### src/rtl/sseg_scan_decoder.sv
// Passive monitor for a multiplexed seven-segment bus: waits for a stable
// anode/cathode pattern, decodes it to hex and assembles full frames.
module sseg_scan_decoder #(
  parameter int N_DIG      = 8,
  parameter int STABLE_CYC = 4
) (
  input  logic               clk,
  input  logic               reset_n,
  input  logic [N_DIG-1:0]   an,
  input  logic [7:0]         sseg,
  input  logic               clear,
  output logic [4*N_DIG-1:0] hex_out,
  output logic [N_DIG-1:0]   dp_out,
  output logic [N_DIG-1:0]   digit_valid,
  output logic               frame_stb,
  output logic               frame_valid,
  output logic               err_pattern,
  output logic               err_anode
);

  localparam int CW = $clog2(STABLE_CYC + 1);
  localparam int IW = (N_DIG > 1) ? $clog2(N_DIG) : 1;

  // Returns {legal, value} for an active-low gfedcba pattern.
  function automatic logic [4:0] seg_decode(input logic [6:0] p);
    logic [4:0] d;
    d = 5'b0;
    case (p)
      7'h40: d = {1'b1, 4'h0};
      7'h79: d = {1'b1, 4'h1};
      7'h24: d = {1'b1, 4'h2};
      7'h30: d = {1'b1, 4'h3};
      7'h19: d = {1'b1, 4'h4};
      7'h12: d = {1'b1, 4'h5};
      7'h02: d = {1'b1, 4'h6};
      7'h78: d = {1'b1, 4'h7};
      7'h00: d = {1'b1, 4'h8};
      7'h10: d = {1'b1, 4'h9};
      7'h08: d = {1'b1, 4'hA};
      7'h03: d = {1'b1, 4'hB};
      7'h46: d = {1'b1, 4'hC};
      7'h21: d = {1'b1, 4'hD};
      7'h06: d = {1'b1, 4'hE};
      7'h0E: d = {1'b1, 4'hF};
      default: d = 5'b0;
    endcase
    return d;
  endfunction

  logic [N_DIG+7:0] r;
  logic [N_DIG+7:0] nxt;
  logic [CW-1:0]    cnt;
  logic [N_DIG-1:0] seen;
  logic [N_DIG-1:0] low;
  logic             same;
  logic             cap;
  logic             blank;
  logic             multi;
  logic             legal;
  logic [3:0]       val;
  logic [IW-1:0]    idx;

  assign nxt   = {an, sseg};
  assign same  = (nxt == r);
  assign cap   = same && (cnt == CW'(STABLE_CYC - 1));
  assign low   = ~r[N_DIG+7:8];
  assign blank = (low == '0);
  assign multi = ((low & (low - N_DIG'(1))) != '0);
  assign {legal, val} = seg_decode(r[6:0]);

  always_comb begin
    idx = '0;
    for (int i = 0; i < N_DIG; i++)
      if (low[i]) idx = IW'(i);
  end

  always_ff @(posedge clk) begin
    if (!reset_n) begin
      r           <= '1;
      cnt         <= '0;
      seen        <= '0;
      hex_out     <= '0;
      dp_out      <= '0;
      digit_valid <= '0;
      frame_stb   <= 1'b0;
      frame_valid <= 1'b0;
      err_pattern <= 1'b0;
      err_anode   <= 1'b0;
    end else begin
      r <= nxt;
      if (!same)
        cnt <= '0;
      else if (cnt != CW'(STABLE_CYC))
        cnt <= cnt + CW'(1);
      frame_stb <= 1'b0;
      if (clear) begin
        seen        <= '0;
        hex_out     <= '0;
        dp_out      <= '0;
        digit_valid <= '0;
        frame_valid <= 1'b0;
        err_pattern <= 1'b0;
        err_anode   <= 1'b0;
      end else if (cap && !blank) begin
        if (multi) begin
          err_anode <= 1'b1;
          seen      <= '0;
        end else if (legal) begin
          hex_out[{idx, 2'b00} +: 4] <= val;
          dp_out[idx]      <= ~r[7];
          digit_valid[idx] <= 1'b1;
          // The completing capture restarts the seen mask for the next frame.
          if ((seen | low) == '1) begin
            seen        <= '0;
            frame_stb   <= 1'b1;
            frame_valid <= 1'b1;
          end else begin
            seen <= seen | low;
          end
        end else begin
          err_pattern      <= 1'b1;
          digit_valid[idx] <= 1'b0;
          seen             <= '0;
        end
      end
    end
  end

endmodule

### config.mk
export PLATFORM = sky130hd
export DESIGN_NAME = sseg_scan_decoder
export DESIGN_NICKNAME = d
export VERILOG_FILES = /design/src/rtl/sseg_scan_decoder.sv
export SDC_FILE = /design/constraint.sdc
export NUM_CORES = 1
export LEC_CHECK = 0
export CORE_ASPECT_RATIO = 1.75
export CORE_UTILIZATION = 50
export CTS_CLUSTER_SIZE = 25
export DETAILED_ROUTE_END_ITERATION = 10
export PLACE_DENSITY_LB_ADDON = 0.25
export SETUP_SLACK_MARGIN = 0.5
export SYNTH_ARGS = -nofsm -noshare
export SYNTH_HDL_FRONTEND = slang
export SYNTH_SLANG_ARGS = --single-unit
### constraint.sdc
create_clock -name clk -period 7.7 [get_ports clk]
set_clock_uncertainty 0.2 [all_clocks]
set_input_delay 0.77 -clock clk [delete_from_list [all_inputs] [get_ports clk]]
set_output_delay 0.77 -clock clk [all_outputs]
set_load 0.02 [all_outputs]
# After elaboration in Yosys (flattened, before gate mapping)
# Index checks and enable logic that the tools add are counted.
dict set report word_totals {
  regBits 79
  output_inout_bits 52
  word_cells 79
}
dict set report classes {
  n_addsub 3
  magnitude_cmp 2
  eq_ne 19
  shift 2
  muxes 17
  bitwise 11
  n_reduce_logical 15
}
# operator n
set ops {}
lappend ops {{$pmux 5 s16} 1}
lappend ops {{$bwmux 32} 1}
lappend ops {{$mux 8} 4}
lappend ops {{$shift 4x7->32 const A} 1}
lappend ops {{$shiftx 4x7->32} 1}
lappend ops {{$eq 7x7->1 const B} 4}
lappend ops {{$eq 7x5->1 const B} 3}
lappend ops {{$eq 7x6->1 const B} 3}
lappend ops {{$mux 3} 6}
lappend ops {{$and 8x8->8} 2}
lappend ops {{$eq 16x16->1} 1}
lappend ops {{$not 8->8} 2}
lappend ops {{$or 8x8->8} 2}
lappend ops {{$eq 7x2->1 const B} 2}
lappend ops {{$eq 7x4->1 const B} 2}
lappend ops {{$bwmux 8} 1}
lappend ops {{$eq 8x8->1 const B} 1}
lappend ops {{$logic_not 8->1} 1}
lappend ops {{$reduce_bool 8->1} 1}
lappend ops {{$sub 8x1->8 const B} 1}
lappend ops {{$eq 7x3->1 const B} 1}
lappend ops {{$logic_not 7->1} 1}
lappend ops {{$neg 5->7} 1}
lappend ops {{$reduce_and 2->1} 3}
lappend ops {{14 further kinds} 23}

# Depth between registers and ports, before layout
# Gate-level depths: netlist (run 1).
dict set report depth {
  word_depth 15
  depth_mapped 10
  ltp_nobuf 8
}

# Worst setup path before layout (run 1)
# OpenSTA, ideal clock, no wires.
dict set report synth_timing {
  path_type {input to register}
  from {input port an[6]}
  to {register hex_out[0]}
  t_arrival_ns 2.493
  required_ns 7.379
  setup_slack_ns 4.886
  stages 8
  path_cell_list {xnor2_1 > nand4_1 > nor4_4 > and4_1 > buf_2 > and4_1 > buf_2 > mux2_2}
}
dict set report synth_between {
  elab_chain_cells 4
}
# item line_no
set synth_lines {}
lappend synth_lines {{from (decl)} 9} ;# input logic [N_DIG-1:0] an,
lappend synth_lines {{$eq 16x16->1} 64} ;# assign same = (nxt == r);
lappend synth_lines {{$logic_and 1x1->1} 65} ;# assign cap = same && (cnt == CW'(STABLE_CYC - 1));
lappend synth_lines {{$logic_and 1x1->1} 104} ;# end else if (cap && !blank) begin
lappend synth_lines {{$reduce_and 3->1 (no source line)} --}
lappend synth_lines {{to (signal, indexed assignment)} 109} ;# hex_out[{idx, 2'b00} +: 4] <= val;
lappend synth_lines {{to (decl)} 12} ;# output logic [4*N_DIG-1:0] hex_out,
# No other way between the ends.
# A chain may end at the register's enable or synchronous reset.

# Final worst setup path (run 1)
dict set report layout_timing {
  from {input port sseg[2]}
  to {register hex_out[0]}
}
dict set report layout_between {
  elab_chain_cells 4
}
# item line_no
set layout_lines {}
lappend layout_lines {{from (decl)} 10} ;# input logic [7:0] sseg,
lappend layout_lines {{$eq 16x16->1} 64}
lappend layout_lines {{$logic_and 1x1->1} 65}
lappend layout_lines {{$logic_and 1x1->1} 104}
lappend layout_lines {{$reduce_and 3->1 (no source line)} --}
# No other way between the ends.

==> results of run 1 <==
-- placed cells by master, fill, tap and decap left out, types with 13 or more instances in the layout --
| cell type | n |
|---|---|
| mux2i_1 | 29 |
| nand2b_1 | 24 |
| nand2_1 | 58 |
| a311oi_1 | 17 |
| nor2_1 | 13 |
| clkdlybuf4s50_1 | 70 |
| xnor2_1 | 16 |
| inv_1 | 17 |
| a21oi_1 | 17 |
| dfxtp_1 | 79 |
-- metrics by stage --
| step | total power, mW | worst slack [ns] | hold slack, ns | cells |
|---|---|---|---|---|
| global placement | 0.507 | 3.78 | 0.243 | 550 |
| CTS | 0.953 | 4.07 | 0.259 | 565 |
| global route | 0.980 | 3.84 | 0.283 | 565 |
| detailed placement | 0.509 | 3.73 | 0.251 | 550 |
| finish | 0.946 | 4.02 | 0.258 | 565 |
| floorplan | 0.487 | 4.89 | 0.258 | 424 |
-- layer usage --
| layer | track usage, % | vias to the layer above | part of all wire [%] |
|---|---|---|---|
| met5 | 0 | - | 0 |
| met4 | 11.5 | 0 | 2.9 |
| met3 | 3.74 | 22 | 4.0 |
| met2 | 39.6 | 93 | 53 |
| met1 | 26.4 | 1505 | 40 |
| li1 | - | 1618 | - |
-- critical path, stage by stage --
cell and delay [ns]:
clkdlybuf4s50_1 0.51, xnor2_2 0.11, nand4_1 0.16, nor4_4 0.50
and4_1 0.89, and4_1 0.40, mux2_2 0.35
-- synth_stat cells, types with 2 or more instances --
cell type | number | area [µm²]
nor2b_1 | 4 | 25.0
and3_1 | 4 | 25.0
o2111ai_1 | 2 | 17.5
o21ai_0 | 7 | 35.0
o22ai_1 | 9 | 56.3
clkbuf_1 | 10 | 37.5
xnor2_1 | 16 | 140
nand2_1 | 58 | 218
ha_1 | 9 | 113
nand4_1 | 8 | 50.1
o21a_1 | 2 | 15.0
a22oi_1 | 4 | 30.0
inv_1 | 17 | 63.8
nor4_1 | 3 | 18.8
nor2_1 | 13 | 48.8
a311oi_1 | 17 | 149
buf_2 | 15 | 75.1
nand3b_1 | 5 | 37.5
nor3b_1 | 3 | 22.5
and4_1 | 3 | 26.3
buf_6 | 7 | 78.8
o211ai_1 | 2 | 15.0
a31oi_1 | 11 | 68.8
dfxtp_1 | 79 | 1580
a211oi_1 | 3 | 22.5
or4_4 | 3 | 33.8
and2_1 | 3 | 18.8
a21oi_1 | 17 | 85.1
mux2_2 | 3 | 33.8
nor4_4 | 5 | 106
nor3_1 | 8 | 40.0
mux2i_1 | 29 | 290
or3b_2 | 2 | 17.5
nand3_1 | 5 | 25.0
nand2b_1 | 24 | 150
-- logic make-up after synthesis --
logic type | after synthesis | synth area share, %
adders and majority gates | 9 | 2.87
DFF | 79 | 40.4
and+or+nand+nor | 157 | 23.8
muxes | 32 | 8.27
xor gates and xnor gates | 18 | 4.22
buffers and inverters | 50 | 6.61
AOI/OAI and AO/OA | 79 | 13.8
-- how the worst max path moves through the flow --
stage	slack, ns	depth (start not counted)	to
finish	4.02	7	hex_out[0]
global route	3.84	7	hex_out[0]
CTS	4.07	7	hex_out[0]
detailed placement	3.73	7	hex_out[0]
global placement	3.78	7	hex_out[2]
floorplan	4.89	8	hex_out[0]
-- cell type report --
type,count,share of cell area (%)
timing repair buffer,71,14.6
clock inverter,4,1.44
tap,88,2.27
multi-input combinational,295,42.8
sequential,79,32.6
inverter,17,1.31
clock buffer,11,5.00
-- where the power goes --
| part | switching (mW) | internal, mW |
|---|---|---|
| sequential | 0.0135 | 0.413 |
| clock | 0.155 | 0.290 |
| combinational | 0.0426 | 0.0314 |
==> run summary, run 1 <==
Final min period = 3.68 ns
Clock sink total = 79
Die H = 119 µm
Final hold violations = 0
Antenna cells = 0
Static leakage = 1.74 nW
Area taken by multi-input logic gates = 0.00208 mm²
Final Cycle Share = 47.7%
Total wire length = 8780 µm
Worst Path Arrival = 3.70 ns
FF-to-FF End = hex_out[0]
Post-synth ARST share = 0%
Clk_lat worst skew = 0.33 ns
Max rail drop VDD = 0.147 mV
Endpoints failing setup = 0
Cell row count = 42
CP required = 7.72 ns
Post-CTS setup repair buffer count = 0
First-pass DRT Iterations = 6
HP Class = reg2reg
Post_cts resized = 0
Crit path launch type = input pin
Cells on worst reg2reg path = 6
Worst-margin pin slew = 1.02 ns
Setup CP Type = in2reg
Total GRT Usage = 23.2%
Syn Std Cell Area = 0.00392 mm²
WL per Instance = 15.5 µm
Warnings from Yosys = 0
Highest Clock Rate = 0.272 GHz
Largest net degree at the start of global routing = 40
MaxCap Viol Count = 0
1st-iter DRT viols = 154
Core Util, Final = 64.2%
Worst-path maximum fanout = 28
Die area = 0.00821 mm²
Post-DP Area = 0.00454 mm²
Filler instances = 650
RSZ-0062 raised after global routing = false
Post-route DRC = 0
Worst reg-to-reg setup slack = 4.27 ns
Area Overhead vs Synth = 24.0%
Setup TNS = 0 ns
Hold EP = hex_out[20]
Ys flop type = dfxtp_1
H-tree level count = 3
Slew Viols, Final = 0
Vias = 3238
Global-route wire length before repair = 14300 µm
Nets = 501
Sequential Area = 0.00158 mm²
Relative slew slack = 31.9%
Worst Hold Launch = hex_out[20]
Core area = 0.00757 mm²
Seq cells post-synth = 79
Initial Util = 51.8%
HPWL after DPL = 6500 µm
GP Congestion = 0.876
Post-synthesis sequential area ratio = 40.4%
WHS Path Cells = 2
Max Buffers Root-to-Sink = 2
Crit end category = flip-flop
Yosys cell types = 49
Clock root buffer = clkbuf_16
Vias/cell = 5.73
Synth Net Count = 452
Post-cts hold buffer count = 0
Die X-Extent = 68.9 µm
Status = finished, final reports clean
Pwr per Cell Area = 195 mW/mm²
Overflow after GRT = 0
Antenna violations before repair = 0
Post-synth EDFFs = 0
Post-route ant nets = 0
Total CTS buffers = 9
Vias in the first global route = 3032
Clk pin slew, worst setup/hold paths = 0.06 ns
Cells after Synth = 424
Critical R2R Launch = r[2]
Share of layout cells above drive strength 1 = 7.13%
Final instance area = 0.00486 mm²
IO buf count = 70
Synthesized area per cell = 9.24 µm²
Top-Level Pins = 71
CTS tree = done
Crit. Startpoint = sseg[2]
No activity file was read; power rests on OpenSTA's default activity.
==> run 2, diff against run 1 <==
--- a/config.mk
+++ b/config.mk
@@ -6,7 +6,7 @@
 export NUM_CORES = 1
 export LEC_CHECK = 0
 export CORE_ASPECT_RATIO = 1.75
-export CORE_UTILIZATION = 50
+export CORE_UTILIZATION = 47
 export CTS_CLUSTER_SIZE = 25
 export DETAILED_ROUTE_END_ITERATION = 10
 export PLACE_DENSITY_LB_ADDON = 0.25
==> constraint.sdc (replaced) <==
create_clock -name clk -period 3.3 [get_ports clk]
set_clock_uncertainty 0.2 [all_clocks]
set_input_delay 0.33 -clock clk [delete_from_list [all_inputs] [get_ports clk]]
set_output_delay 0.33 -clock clk [all_outputs]
set_load 0.02 [all_outputs]
==> run summary, run 2 (synthesis gave the netlist of run 1 again) <==
Area Overhead vs Synth = 27.2%
Die area = 0.00872 mm²
Max Buffers Root-to-Sink = 2
Routed metal-1 wire length = 3510 µm
Final hold violations = 0
Crit. Startpoint = r[15]
Top Layer Used = met4
Crit path launch type = flip-flop
Crit end category = flip-flop
Total wire length = 9020 µm
MaxCap Viol Count = 0
Largest net degree at the start of global routing = 39
Clock root buffer = clkbuf_16
Global-route wire length before repair = 15000 µm
Highest Clock Rate = 0.375 GHz
Static leakage = 1.80 nW
FF-to-FF End = hex_out[2]
Worst reg-to-reg setup slack = 0.63 ns
Post-route ant nets = 0
Total CTS buffers = 9
First-pass DRT Iterations = 9
Nets = 514
H-tree level count = 3
WL met3 = 311 µm
Die H = 123 µm
Final min period = 2.67 ns
Cells on worst reg2reg path = 8
Worst Path Arrival = 2.69 ns
Vias in the first global route = 3146
IO buf count = 70
Overflow after GRT = 0
Worst-margin pin slew = 0.652 ns
Most frequent cells in the layout = clkdlybuf4s50_1 (70), dfxtp_1 (68), nand2_1 (58)
Setup crit end = hex_out[2]
HPWL after DPL = 6890 µm
Relative slew slack = 56.1%
RSZ-0062 raised after global routing = true
Slew Viols, Final = 0
Final Cycle Share = 80.8%
Setup CP Type = reg2reg
Setup TNS = 0 ns
Worst-path maximum fanout = 10
Initial Util = 48.9%
WL per Instance = 15.5 µm
Pwr per Cell Area = 433 mW/mm²
CP required = 3.32 ns
Endpoints failing setup = 0
1st-iter DRT viols = 213
Top-Level Pins = 71
Antenna violations before repair = 0
Core Util, Final = 62.2%
Clk_lat worst skew = 0.33 ns
GP Congestion = 0.868
Vias = 3247
Post-route DRC = 6
HP Class = reg2reg
Failing checks = DRC
Cell row count = 43
Hold_ws = 0.262 ns
Critical R2R Launch = r[15]
Core area = 0.00802 mm²
Vias/cell = 5.60
Share of layout cells above drive strength 1 = 12.9%
Clock sink total = 79
Status = finished with violations
Max rail drop VDD = 0.311 mV
Antenna cells = 0
CTS tree = done
Commonest non-fill, non-tap cell in the layout = clkdlybuf4s50_1
Die X-Extent = 71.0 µm
Total GRT Usage = 22.3%
Clk pin slew, worst setup/hold paths = 0.06 ns
Met2 WL = 4960 µm
[run 2: cell types whose count changed in the layout (fill, tap and decap cells not counted), sizes merged]
cell    previous run  this run
bufinv             2         1
clkinv             2         3
inv               17        18
buf                1        14
clkbuf            11        10
[run 2: per-stage QoR]
step                      instances  power, mW  setup slack [ns]  cell area, µm²
after floorplan                 424       1.14             0.565            3920
after global placement          564       1.19             0.373            4640
after detailed placement        564       1.20             0.339            4640
after CTS                       579       2.17             0.510            4950
after global routing            580       2.25             0.488            4980
final                           580       2.16             0.632            4980
[run 2: worst max-delay path: stages (launching register included)]
cell and delay [ns]:
dfxtp_2 0.45, nand2_1 0.14, a31o_2 0.27, inv_1 0.10, ha_1 0.15, ha_1 0.30
and4b_1 0.27, and4_1 0.31, mux2_2 0.36
[run 2: metal layers]
metal	vias up	GRT usage [%]
li1	1646	-
met1	1508	23.3
met2	76	42.2
met3	17	5.09
met4	0	9.25
met5	-	0
[run 2: report_power, final]
| group | switching [mW] | total (mW) | leakage (nW) | internal [mW] |
|---|---|---|---|---|
| logic | 0.106 | 0.188 | 1.02 | 0.0825 |
| clock network | 0.375 | 0.978 | 0.149 | 0.603 |
| registers | 0.0284 | 0.994 | 0.638 | 0.966 |
| total | 0.509 | 2.16 | 1.80 | 1.65 |
[run 2: how the worst min path moves through the flow]
stage                           start           to  slack, ns  cells after the start
after global routing      hex_out[29]  hex_out[29]       0.29                      2
final                     hex_out[25]  hex_out[25]       0.26                      2
after global placement    hex_out[31]  hex_out[31]       0.24                      2
after CTS                 hex_out[10]  hex_out[10]       0.27                      2
after floorplan               reset_n         r[0]       0.20                      1
after detailed placement  hex_out[12]  hex_out[12]       0.25                      2
[run 2: layout make-up]
class / instances / area (µm²)
Inverter: 17 / 63.8
Multi-Input combinational cell: 295 / 2110
Tap cell: 90 / 113
Fill cell: 682 / 3030
Sequential cell: 79 / 1600
Clock buffer: 10 / 239
Clock inverter: 5 / 57.6
Timing Repair Buffer: 84 / 806
[run 2: repair_timing]
item / CTS / global route
gates resized for setup: 7 / 10
buffers inserted: 0 / 1
endpoints found under the setup margin: 23 / 52
hold buffers: 0 / 0
pin swaps: 1 / 1
==> run 3, diff against run 2 <==
==> constraint.sdc (replaced) <==
create_clock -name clk -period 2.4 [get_ports clk]
set_clock_uncertainty 0.2 [all_clocks]
set_input_delay 0.24 -clock clk [delete_from_list [all_inputs] [get_ports clk]]
set_output_delay 0.24 -clock clk [all_outputs]
set_load 0.02 [all_outputs]
==> run summary, run 3 (synthesis gave the netlist of run 1 again) <==
Post-DP Area = 0.00522 mm²
Worst Hold Launch = hex_out[21]
Antenna cells = 0
Largest net degree at the start of global routing = 24
Total CTS buffers = 9
Total wire length = 11800 µm
IO buf count = 70
H-tree level count = 3
Clk_lat worst skew = 0.34 ns
Worst-margin pin slew = 0.769 ns
Max Buffers Root-to-Sink = 2
Post-Place Setup Slack = -0.342 ns
Worst-path maximum fanout = 7
Post-cts hold buffer count = 0
Setup CP Type = reg2reg
Total GRT Usage = 27.8%
Crit end category = flip-flop
Critical R2R Launch = r[12]
Status = finished with violations
Static leakage = 2.35 nW
WL met3 = 359 µm
Relative slew slack = 48.6%
Global-route wire length before repair = 18600 µm
MaxCap Viol Count = 0
Final hold violations = 0
Antenna violations before repair = 0
GP Congestion = 0.923
Pwr per Cell Area = 534 mW/mm²
Max rail drop VDD = 0.645 mV
Crit path launch type = flip-flop
Clock sink total = 79
Worst reg-to-reg setup slack = -0.05 ns
Setup WS post-layout = -0.0451 ns
Die H = 123 µm
Post-route ant nets = 0
HPWL after DPL = 7890 µm
Initial Util = 48.9%
Failing checks = DRC, setup timing
Post-route DRC = 5
Final instance area = 0.00616 mm²
Most frequent cells in the layout = clkdlybuf4s50_1 (70), dfxtp_1 (67), buf_4 (67)
Setup TNS = -0.221 ns
Met2 WL = 6670 µm
WL per Instance = 17.8 µm
Share of layout cells above drive strength 1 = 34.3%
Final min period = 2.45 ns
Worst Path Arrival = 2.51 ns
Tot Pwr = 3.29 mW
Nets = 598
Endpoints failing setup = 17
Die area = 0.00872 mm²
Final Cycle Share = 102%
Commonest non-fill, non-tap cell in the layout = clkdlybuf4s50_1
Hold EP = hex_out[21]
Cells on worst reg2reg path = 8
Slew Viols, Final = 0
Cell row count = 43
FF-to-FF End = hex_out[4]
WHS Path Cells = 2
Overflow after GRT = 0
CTS tree = done
Routed metal-1 wire length = 4260 µm
1st-iter DRT viols = 192
Top Layer Used = met4
Core area = 0.00802 mm²
Area Overhead vs Synth = 57.1%
Vias/cell = 5.71
Vias = 3796
First-pass DRT Iterations = 8
HP Class = reg2reg
Highest Clock Rate = 0.409 GHz
RSZ-0062 raised after global routing = true
Clk pin slew, worst setup/hold paths = 0.06 ns
CP required = 2.46 ns
Top-Level Pins = 71
Vias in the first global route = 3960
Die X-Extent = 71.0 µm
Clock root buffer = clkbuf_16
Crit. Startpoint = r[12]
-- run 3: cell count changes in the layout (fill, tap and decap cells not counted), sizes merged --
cell and delta:
clkinv -2, buf +84, clkbuf +3, bufinv +1
inv -1
-- run 3: cell type report --
type / instances / area [µm²]
clock buffer: 13 / 260
clock inverter: 3 / 65.1
fill: 521 / 1860
inverter: 17 / 63.8
multi-input combinational: 295 / 2440
sequential: 79 / 1610
tap: 90 / 113
timing repair buffer: 168 / 1600
-- run 3: through the flow --
stage	cells	hold slack (ns)	util, %
5_1_grt	665	0.280	76.8
3_3_place_gp	630	0.242	65.1
4_1_cts	664	0.259	75.5
3_5_place_dp	630	0.247	65.1
2_1_floorplan	424	0.113	-
6_report	665	0.258	76.8
-- run 3: worst max-delay path by stage --
stage                       end  cells after the start  slack [ns]
floorplan            hex_out[0]                     10       -0.08
global placement     hex_out[6]                      8       -0.28
detailed placement   hex_out[4]                      8       -0.34
CTS                 hex_out[31]                     10       -0.04
global route         hex_out[4]                      8       -0.16
finish               hex_out[4]                      8       -0.05
-- run 3: timing repair --
action,in CTS,in global routing
gates resized for setup,78,23
gates cloned,1,0
pin swaps,50,9
setup endpoints to repair,63,63
setup buffers,17,1
-- run 3: report_power, final --
part | total (mW) | internal (mW) | switching [mW]
registers | 1.35 | 1.32 | 0.0230
logic | 0.446 | 0.220 | 0.226
clock network | 1.49 | 0.966 | 0.528
-- run 3: critical path, cell delays in order (launching register included) --
cell and delay, ns:
dfxtp_1 0.49, o21a_1 0.25, o22ai_4 0.10, ha_4 0.17
ha_4 0.26, buf_6 0.12, nand2_2 0.04, or4_4 0.53
mux2i_1 0.20
-- run 3: layer usage --
| layer | GRT usage, % | vias to the layer above |
|---|---|---|
| li1 | - | 1818 |
| met1 | 27.6 | 1832 |
| met2 | 53.9 | 99 |
| met3 | 4.19 | 47 |
| met4 | 16.0 | 0 |
| met5 | 0 | - |
